===== config.mk =====
export PLATFORM = sky130hd
export DESIGN_NAME = hazard_ctrl_mc
export DESIGN_NICKNAME = d
export VERILOG_FILES = /design/src/rtl/hazard_ctrl_mc.sv
export SDC_FILE = /design/constraint.sdc
export NUM_CORES = 1
export LEC_CHECK = 0
export BUFFER_PORTS_ARGS = -buffer_cell sky130_fd_sc_hd__buf_2
export CAP_MARGIN = 20
export CORE_MARGIN = 4
export CORE_UTILIZATION = 35
export CTS_CLUSTER_DIAMETER = 60
export DETAILED_ROUTE_END_ITERATION = 10
export PLACE_DENSITY = 0.56
export SLEW_MARGIN = 20
export SYNTH_ARGS = -nofsm -noshare
export SYNTH_HDL_FRONTEND = slang
export SYNTH_SLANG_ARGS = --single-unit

===== constraint.sdc =====
create_clock -name clk -period 2.2 [get_ports clk]
set_input_delay 0.33 -clock clk [delete_from_list [all_inputs] [get_ports clk]]
set_output_delay 0.33 -clock clk [all_outputs]
set_load 0.005 [all_outputs]

===== src/rtl/hazard_ctrl_mc.sv =====
// Hazard controller for a 5-stage pipeline: M/W operand forwarding, load-use bubbles,
// multi-cycle E-stage occupancy tracking, branch flushes and saturating event counters.
module hazard_ctrl_mc #(
   parameter int REG_W       = 4,
   parameter bit ZERO_REG_EN = 1'b1,
   parameter int MC_LAT      = 4,
   parameter int CNT_W       = 16
) (
   input  logic             clk,
   input  logic             reset_n,
   input  logic [REG_W-1:0] rsD,
   input  logic [REG_W-1:0] rtD,
   input  logic [REG_W-1:0] rsE,
   input  logic [REG_W-1:0] rtE,
   input  logic [REG_W-1:0] destRegE,
   input  logic             loadE,
   input  logic             mcStartE,
   input  logic             writeM,
   input  logic [REG_W-1:0] rdM,
   input  logic             writeW,
   input  logic [REG_W-1:0] rdW,
   input  logic             branch_M,
   input  logic             clrCounters,
   output logic             stallF,
   output logic             stallD,
   output logic             stallE,
   output logic             flushD,
   output logic             flushE,
   output logic [1:0]       forwardA,
   output logic [1:0]       forwardB,
   output logic             mcBusy,
   output logic [CNT_W-1:0] stallCount,
   output logic [CNT_W-1:0] flushCount
);

   typedef enum logic {IDLE = 1'b0, BUSY = 1'b1} state_t;

   // The start cycle is spent in IDLE, so BUSY only needs to cover the remaining MC_LAT-1 cycles.
   localparam logic [7:0] CNT_INIT = 8'(MC_LAT - 2);

   state_t     state_reg, state_next;
   logic [7:0] cnt_reg, cnt_next;
   logic       lu;
   logic       mc_stall;

   function automatic logic reg_ok(input logic [REG_W-1:0] r);
      return !ZERO_REG_EN || (r != '0);
   endfunction

   logic [REG_W-1:0] src_e [2];
   logic [1:0]       fwd_sel [2];

   assign src_e[0] = rsE;
   assign src_e[1] = rtE;

   genvar gi;
   generate
      for (gi = 0; gi < 2; gi++) begin : g_fwd
         assign fwd_sel[gi] = (writeM && (rdM == src_e[gi]) && reg_ok(rdM)) ? 2'b01 :
                              (writeW && (rdW == src_e[gi]) && reg_ok(rdW)) ? 2'b10 : 2'b00;
      end
   endgenerate

   assign forwardA = fwd_sel[0];
   assign forwardB = fwd_sel[1];

   assign lu       = loadE && ((destRegE == rsD) || (destRegE == rtD)) && reg_ok(destRegE);
   assign mc_stall = ((state_reg == IDLE) && mcStartE) || ((state_reg == BUSY) && (cnt_reg != 8'd0));

   always_ff @(posedge clk or negedge reset_n) begin
      if (!reset_n) begin
         state_reg <= IDLE;
         cnt_reg   <= 8'd0;
      end else begin
         state_reg <= state_next;
         cnt_reg   <= cnt_next;
      end
   end

   always_comb begin
      state_next = state_reg;
      cnt_next   = cnt_reg;
      if (branch_M) begin
         state_next = IDLE;
         cnt_next   = 8'd0;
      end else begin
         case (state_reg)
            IDLE: begin
               if (mcStartE) begin
                  state_next = BUSY;
                  cnt_next   = CNT_INIT;
               end
            end
            BUSY: begin
               if (cnt_reg != 8'd0) begin
                  cnt_next = cnt_reg - 8'd1;
               end else begin
                  state_next = IDLE;
               end
            end
            default: begin
               state_next = IDLE;
               cnt_next   = 8'd0;
            end
         endcase
      end
   end

   // A branch squashes everything younger, so it overrides every stall source.
   always_comb begin
      stallF = 1'b0;
      stallD = 1'b0;
      stallE = 1'b0;
      flushD = 1'b0;
      flushE = 1'b0;
      mcBusy = 1'b0;
      if (reset_n) begin
         mcBusy = (state_reg == BUSY);
         if (branch_M) begin
            flushD = 1'b1;
            flushE = 1'b1;
         end else begin
            stallE = mc_stall;
            stallF = mc_stall || lu;
            stallD = mc_stall || lu;
            flushE = lu && !mc_stall;
         end
      end
   end

   logic [1:0] cnt_inc;
   assign cnt_inc = {branch_M, stallD};

   generate
      for (gi = 0; gi < 2; gi++) begin : g_cnt
         logic [CNT_W-1:0] count_reg;
         always_ff @(posedge clk or negedge reset_n) begin
            if (!reset_n) begin
               count_reg <= '0;
            end else if (clrCounters) begin
               count_reg <= '0;
            end else if (cnt_inc[gi] && !(&count_reg)) begin
               count_reg <= count_reg + CNT_W'(1);
            end
         end
      end
   endgenerate

   assign stallCount = g_cnt[0].count_reg;
   assign flushCount = g_cnt[1].count_reg;

endmodule


==> results.json, run 1 <==
{
  "status": "complete, no violations",
  "path_cells": "inv_1, ha_1, a41o_4, a21oi_1, buf_2",
  "max_slew_margin_pct": 58.71,
  "synthFlopType": "dfrtp_1",
  "diodes": 0,
  "die_w_um": 93.94,
  "drtPass1Iterations": 4,
  "die_h_um": 93.94,
  "grt_pass1_wl_um": 10910,
  "clock_skew_ps": 7.359,
  "grt_overflow_total": 0,
  "routed_wl_um": 6728,
  "antenna_found_initial": 0,
  "cts_tree": "done",
  "maxCapViolations": 0,
  "track_usage_pct": 15.16,
  "num_io_pins": 78,
  "cts_hold_buf": 0,
  "comb_power_share_pct": 24.3,
  "internal_power_mw": 1.189,
  "gp_congestion": 0.8017,
  "arrival_ps": 1770,
  "io_buffers": 77,
  "cp.depth": 5,
  "wl_per_cell_um": 14.28,
  "ys_warn_count": 0,
  "hp-class": "in2async",
  "dp_hpwl_um": 4934,
  "setup.worst_path.start": "cnt_reg[0]$_DFFE_PN0P_",
  "clkPwrFrac_pct": 28.6,
  "setup_ws_ps": 102.7,
  "clk_latency_ps": 290,
  "setup_viol": 0,
  "worstSetupStartpointType": "flop",
  "p_leak_nw": 1.500,
  "drc_errors": 0,
  "initialDrtViolationCount": 108,
  "critPathBufInv": 2,
  "fin_crit_ps": 2097,
  "rsz0062_at_grt": "true",
  "synth-edff-count": 0,
  "critPathCapture": "stallF",
  "worstPathMaxFanout": 10,
  "peakVddDrop_mv": 0.2229,
  "slew_viol_final": 0,
  "nets": 411,
  "synth_area_per_cell_um2": 9.102,
  "synthesis.area_mm2": 0.002585,
  "r2r_cells": 7,
  "seq_area_frac_synth_pct": 39.69,
  "grt_pass1_vias": 2374,
  "grt_start_max_net_pins": 45,
  "syn_nets": 324,
  "synthCells": 284,
  "fin_hold_ws_ps": 138.0,
  "drive_gt1_share_pct": 30.38,
  "cpMaxStageDelayCell": "dfrtp_1",
  "p_sw_mw": 0.5125,
  "nFillCells": 745,
  "ys_top_cells_by_area": "dfrtp_1 40%, xnor2_1 9.8%, nor2_1 5.5%",
  "ff2ff_setup_slack_ps": 150,
  "synth_most_common_cell": "dfrtp_1",
  "cts.sinks": 41,
  "pre_cts_ws_ps": 19.08,
  "endpoint_kind": "primary output",
  "r2r-end": "stallCount[15]$_DFFE_PN0P_",
  "synth_top_area_share_pct": 39.69,
  "core-area_mm2": 0.007214,
  "synthArstFlopShare_pct": 100.0,
  "cts_root_buffer": "clkbuf_8",
  "cts.clk_slew.worst_paths_ps": 80,
  "power.density_mw_per_mm2": 521.9,
  "initial_core_util_pct": 35.83,
  "ys_ff_latch": 41,
  "cts_max_path_buffers": 2,
  "criticalPathCategory": "reg2out",
  "cts_made_buffers": 5,
  "synthToLayoutAreaGrowth_pct": 26.14,
  "ys_types": 44,
  "cp_top_family": "compound AO/OA/AOI/OAI gates",
  "viasPerCell": 5.155,
  "netlist_top_cells_count": "41 x dfrtp_1, 38 x nor2_1, 29 x xnor2_1",
  "max_stage_delay_ps": 380,
  "fmax_mhz": 476.8,
  "switching_share_pct": 30.11,
  "tightest_slew_ps": 619.4,
  "final.period_utilization_pct": 95.33,
  "hold_viol": 0,
  "ant_nets": 0,
  "h-tree-depth": 2,
  "yosysTopAreaCell": "dfrtp_1",
  "critPathRequiredTime_ps": 1870,
  "r2r_start": "stallCount[0]$_DFFE_PN0P_",
  "vias": 2428,
  "p_seq_share_pct": 47.1,
  "dieArea_mm2": 0.008825,
  "rows": 31
}
[stage by stage]
| step | util [%] | power [mW] | setup TNS (ps) | cells | area [um^2] |
|---|---|---|---|---|---|
| after floorplan | - | 1.062 | 0 | 284 | 2585 |
| after global placement | 43.41 | 1.202 | 0 | 462 | 3132 |
| after detailed placement | 43.41 | 1.209 | 0 | 462 | 3132 |
| after CTS | 44.76 | 1.715 | 0 | 470 | 3229 |
| after global routing | 45.20 | 1.805 | -4.410 | 471 | 3261 |
| final | 45.20 | 1.702 | 0 | 471 | 3261 |
[power groups by stage]
stage	Sequential (mW)	Clock [mW]	Combinational [mW]
2_1_floorplan	0.814	0	0.247
3_3_place_gp	0.815	0	0.386
3_5_place_dp	0.816	0	0.393
4_1_cts	0.801	0.510	0.403
5_1_grt	0.806	0.541	0.459
6_report	0.802	0.486	0.414
[cell usage in the layout, fill, tap and decap left out, drive strengths merged, types with 7 or more instances in the layout]
cell,synthesis,routed
nand3,13,13
nand4,12,12
xor2,11,11
a21oi,18,18
nor3,7,7
nand2,18,18
xnor2,29,29
o21ai,8,8
nor2,38,38
or4,7,7
dfrtp,41,41
buf,5,92
[worst register-to-register path, delay by kind of cell (launching register included)]
family,cells,cell delay [ps]
and+or+nand+nor,3,750
AOI/OAI and AO/OA,3,620
DFF,1,390
adders and majority gates,1,230
[cell type report]
type	count	area (um^2)	share of cell area, %
clock buffers	5	68.82	2.111
inverters	6	22.52	0.6907
clock inverters	3	17.52	0.5372
repair buffers	92	498.0	15.27
multi-input cells	225	1503	46.09
well taps	99	123.9	3.799
flip-flops and latches	41	1027	31.50
[what timing repair did]
| item | CTS | global route |
|---|---|---|
| endpoints found under the setup margin | 3 | 15 |
| resized for setup | 2 | 5 |
| pin swaps | 1 | 2 |
| setup buffers | 0 | 1 |
[layer usage]
metal	up-vias	GRT usage [%]	routed length, um
met5	-	0	0
met4	0	3.249	55
met3	5	3.446	481
met2	75	26.97	3160
met1	1155	18.64	3031
li1	1193	-	-
[kinds of logic after synthesis]
kind of cell | synth area share, %
adders and majority gates | 1.936
AOI/OAI and AO/OA | 14.57
and+or+nand+nor | 25.94
DFF | 39.69
buffers and inverters | 3.485
muxes | 0.8228
xor gates and xnor gates | 13.55
[worst min-delay path by stage]
stage | start | end | slack, ps | cells after the start
after CTS | reset_n | flushCount[9]$_DFFE_PN0P_ | 160 | 2
after detailed placement | reset_n | flushCount[11]$_DFFE_PN0P_ | 490 | 2
after floorplan | reset_n | cnt_reg[0]$_DFFE_PN0P_ | 30 | 0
after global routing | reset_n | flushCount[9]$_DFFE_PN0P_ | 180 | 2
final | reset_n | flushCount[13]$_DFFE_PN0P_ | 140 | 2
after global placement | reset_n | flushCount[11]$_DFFE_PN0P_ | 490 | 2
(Power assumes the default switching activity.)
==> inputs of run 2 (changes only) <==
==> constraint.sdc (replaced) <==
create_clock -name clk -period 2.2 [get_ports clk]
set_input_delay 0.33 -clock clk [delete_from_list [all_inputs] [get_ports clk]]
set_output_delay 0.33 -clock clk [all_outputs]
set_load 0.02 [all_outputs]
==> results.json, run 2 (synthesis results as in run 1) <==
{
  "status": "complete, no violations",
  "dp_hpwl_um": 4797,
  "clk_latency_ps": 290,
  "setup_ws_ps": 153.6,
  "track_usage_pct": 14.86,
  "cts.sinks": 41,
  "cts_hold_buf": 0,
  "ant_nets": 0,
  "cts_max_path_buffers": 2,
  "finalSetupTns_ps": 0,
  "fin_hold_ws_ps": 124.8,
  "max_slew_margin_pct": 58.25,
  "p_leak_nw": 1.548,
  "dp.cells": 459,
  "grt_pass1_vias": 2230,
  "hold_viol": 0,
  "viasPerCell": 5.040,
  "arrival_ps": 1720,
  "drc_errors": 0,
  "synthToLayoutAreaGrowth_pct": 29.24,
  "vias": 2384,
  "fin_crit_ps": 2046,
  "hp-class": "in2async",
  "worstPathMaxFanout": 5,
  "setup_viol": 0,
  "maxCapViolations": 0,
  "diodes": 0,
  "die_h_um": 93.94,
  "pre_cts_ws_ps": 123.0,
  "slew_viol_final": 0,
  "peakVddDrop_mv": 0.3748,
  "antenna_found_initial": 0,
  "final_cells": 473,
  "wl_per_cell_um": 14.11,
  "drtPass1Iterations": 4,
  "mostFrequentLayoutCell": "buf_2",
  "rsz0062_at_grt": "false",
  "final.period_utilization_pct": 93.02,
  "h-tree-depth": 2,
  "drive_gt1_share_pct": 30.48,
  "power.density_mw_per_mm2": 590.2,
  "num_io_pins": 78,
  "gp_congestion": 0.8456,
  "routed_wl_um": 6674,
  "grt_start_max_net_pins": 45,
  "cts_made_buffers": 5,
  "critPathRequiredTime_ps": 1870,
  "initialDrtViolationCount": 87,
  "cts_root_buffer": "clkbuf_8",
  "rows": 31,
  "cts_tree": "done",
  "r2r_cells": 8,
  "tightest_slew_ps": 626.2,
  "grt_overflow_total": 0,
  "worstSetupStartpointType": "flop",
  "fmax_mhz": 488.7,
  "die_w_um": 93.94,
  "ff2ff_setup_slack_ps": 190,
  "nets": 413,
  "io_buffers": 77,
  "p_total_mw": 1.972,
  "dieArea_mm2": 0.008825,
  "grt_pass1_wl_um": 10550,
  "core-area_mm2": 0.007214,
  "clock_skew_ps": 10.59,
  "criticalPathCategory": "reg2out",
  "initial_core_util_pct": 35.83,
  "final_cell_mix": "77 x buf_2, 41 x dfrtp_1, 38 x nor2_1",
  "cts.clk_slew.worst_paths_ps": 90,
  "endpoint_kind": "primary output"
}
## run 2: cell count changes in the layout (fill, tap and decap cells not counted), sizes merged
cell,previous run,this run
o21ai,8,9
buf,92,93
bufinv,0,2
clkinvlp,1,0
clkinv,2,1
## run 2: worst max-delay path, cell delays in order (launching register included)
cell and delay, ps:
dfrtp_1 460, nor4_4 310, a41o_4 270, a21oi_1 80
nor2b_1 120, buf_2 170
## run 2: per-stage QoR
stage / util [%] / cell area, um^2
after floorplan: - / 2585
after global placement: 43.10 / 3109
after detailed placement: 43.10 / 3109
after CTS: 45.32 / 3269
after global routing: 46.31 / 3341
final: 46.31 / 3341
## run 2: path summary, 6_finish.rpt
path | startpoint | end
worst max-delay path | cnt_reg[5]$_DFFE_PN0P_ | flushE
max in group asynchronous | reset_n | stallCount[4]$_DFFE_PN0P_
min in group clk | mcStartE | cnt_reg[2]$_DFFE_PN0P_
worst min register to register | cnt_reg[0]$_DFFE_PN0P_ | cnt_reg[0]$_DFFE_PN0P_
worst min-delay path | reset_n | flushCount[13]$_DFFE_PN0P_
worst max register to register | flushCount[0]$_DFFE_PN0P_ | flushCount[4]$_DFFE_PN0P_
## run 2: layout make-up
class | count | area (um^2)
clock buffers | 5 | 68.82
multi-input cells | 226 | 1529
repair buffers | 93 | 505.5
flip-flops and latches | 41 | 1026
well taps | 99 | 123.9
inverters | 6 | 22.52
clock inverters | 3 | 65.06
fillers | 743 | 3874
## run 2: power breakdown
part           internal [mW]  leakage, nW  switching (mW)
clock                  0.451       0.0681           0.277
combinational          0.203        0.913           0.241
sequential             0.775        0.567          0.0255
## run 2: repair_timing
action                     CTS  global route
setup endpoints to repair    3            19
setup buffers                2             3
cloned                       0             1
gates resized for setup      2             6
pin swaps                    1             2
## run 2: routing by layer
metal	wire length [um]	track usage, %	part of all wire [%]	up-vias
met5	0	0	0	-
met1	3063	20.06	46	1098
met2	3100	24.84	46	88
met3	471	2.885	7.1	4
met4	39	2.888	0.58	0
li1	-	-	-	1194
==> inputs of run 3 (changes only) <==
Settings changed: CTS_BUF_LIST set to sky130_fd_sc_hd__clkbuf_4.
==> results.json, run 3 (synthesis results as in run 1) <==
{
  "status": "complete, no violations",
  "max_slew_margin_pct": 57.81,
  "wl_per_cell_um": 13.91,
  "fin_hold_ws_ps": 52.35,
  "fin_crit_ps": 2099,
  "cts_tree": "done",
  "track_usage_pct": 14.93,
  "die_w_um": 93.94,
  "antenna_found_initial": 0,
  "r2r_start": "flushCount[0]$_DFFE_PN0P_",
  "cts_max_path_buffers": 2,
  "grt_overflow_total": 0,
  "drc_errors": 0,
  "multi_input_area_mm2": 0.001514,
  "fmax_mhz": 476.3,
  "pre_cts_ws_ps": 123.0,
  "clk_latency_ps": 360,
  "cts_root_buffer": "clkbuf_4",
  "cts_made_buffers": 5,
  "endpoint_kind": "primary output",
  "rsz0062_at_grt": "true",
  "r2r_cells": 8,
  "power.density_mw_per_mm2": 561.6,
  "rows": 31,
  "grt_start_max_net_pins": 45,
  "p_sw_mw": 0.5282,
  "setup_viol": 0,
  "cts.clk_slew.worst_paths_ps": 140,
  "gp_congestion": 0.8456,
  "dieArea_mm2": 0.008825,
  "clock_skew_ps": 18.70,
  "dp.cells": 459,
  "drtPass1Iterations": 4,
  "ant_nets": 0,
  "grt_pass1_vias": 2221,
  "p_total_mw": 1.861,
  "nets": 414,
  "synthToLayoutAreaGrowth_pct": 28.17,
  "peakVddDrop_mv": 0.3274,
  "comb_power_share_pct": 23.8,
  "die_h_um": 93.94,
  "cts.sinks": 41,
  "hp-class": "in2async",
  "routed_wl_um": 6595,
  "dp_hpwl_um": 4797,
  "drive_gt1_share_pct": 31.73,
  "slew_viol_final": 0,
  "initial_core_util_pct": 35.83,
  "h-tree-depth": 2,
  "arrival_ps": 1770,
  "vias": 2347,
  "p_seq_share_pct": 43.0,
  "worstPathMaxFanout": 6,
  "num_io_pins": 78,
  "diodes": 0,
  "io_buffers": 77,
  "worstSetupStartpointType": "flop",
  "r2r-end": "flushCount[4]$_DFFE_PN0P_",
  "viasPerCell": 4.951,
  "core-area_mm2": 0.007214,
  "tightest_slew_ps": 632.9,
  "nFillCells": 741,
  "initialDrtViolationCount": 96,
  "criticalPathCategory": "reg2out",
  "critPathRequiredTime_ps": 1870,
  "hold_viol": 0,
  "grt_pass1_wl_um": 10550,
  "fin_util_pct": 45.92,
  "switching_share_pct": 28.39,
  "clkPwrFrac_pct": 33.1,
  "final.period_utilization_pct": 95.43,
  "ff2ff_setup_slack_ps": 190,
  "regArea_mm2": 0.001027,
  "final_cell_mix": "76 x buf_2, 40 x dfrtp_1, 37 x nor2_1",
  "internal_power_mw": 1.332,
  "cts_hold_buf": 0,
  "final_cells": 474,
  "setup_ws_ps": 100.6,
  "p_leak_nw": 1.527,
  "maxCapViolations": 0,
  "mostFrequentLayoutCell": "buf_2"
}
-- run 3: changes by cell type in the layout (fill, tap and decap cells not counted), sizes merged --
cell   before  now
buf        93   95
o21ai       9    8
-- run 3: what timing repair did --
item                       CTS  global route
resized for setup            5             6
setup buffers                1             6
setup endpoints to repair    4            21
pin swaps                    2             3
-- run 3: metal layers --
layer | global-route usage, % | up-vias | part of all wire [%]
met1 | 19.76 | 1073 | 48
met5 | 0 | - | 0
li1 | - | 1195 | -
met3 | 3.446 | 4 | 6.7
met4 | 3.249 | 0 | 0.61
met2 | 24.84 | 75 | 45
-- run 3: cell type report --
type / instances / share of cell area, %
inverters: 6 / 0.6798
clock buffers: 5 / 1.133
flip-flops and latches: 41 / 31.00
clock inverters: 3 / 1.964
multi-input cells: 225 / 45.69
well taps: 99 / 3.739
repair buffers: 95 / 15.79
-- run 3: worst max-delay path: stages (launching register included) --
cell     delay, ps
dfrtp_2        460
nor4_4         310
a41o_4         280
buf_4          150
nor2_1          40
buf_2          160
-- run 3: how the worst max path moves through the flow --
stage / startpoint / to / slack (ps) / cells after the start
after CTS: cnt_reg[6]$_DFFE_PN0P_ / flushE / 2 / 5
after detailed placement: destRegE[0] / stallCount[3]$_DFFE_PN0P_ / 120 / 7
final: cnt_reg[5]$_DFFE_PN0P_ / stallE / 100 / 5
after global routing: cnt_reg[0]$_DFFE_PN0P_ / stallE / -20 / 6
after floorplan: stallCount[0]$_DFFE_PN0P_ / stallCount[13]$_DFFE_PN0P_ / 180 / 8
after global placement: destRegE[0] / stallCount[3]$_DFFE_PN0P_ / 140 / 7
-- run 3: per-stage QoR --
stage / instance area (um^2) / TNS [ps]
after floorplan: 2585 / 0
after global placement: 3109 / 0
after detailed placement: 3109 / 0
after CTS: 3238 / 0
after global routing: 3313 / -33.17
final: 3313 / 0
-- run 3: power by group through the flow --
stage	registers, mW	logic [mW]	clock network (mW)
6_report	0.801	0.444	0.616
5_1_grt	0.805	0.490	0.674
4_1_cts	0.801	0.421	0.642
3_5_place_dp	0.815	0.403	0
3_3_place_gp	0.815	0.399	0
2_1_floorplan	0.822	0.259	0
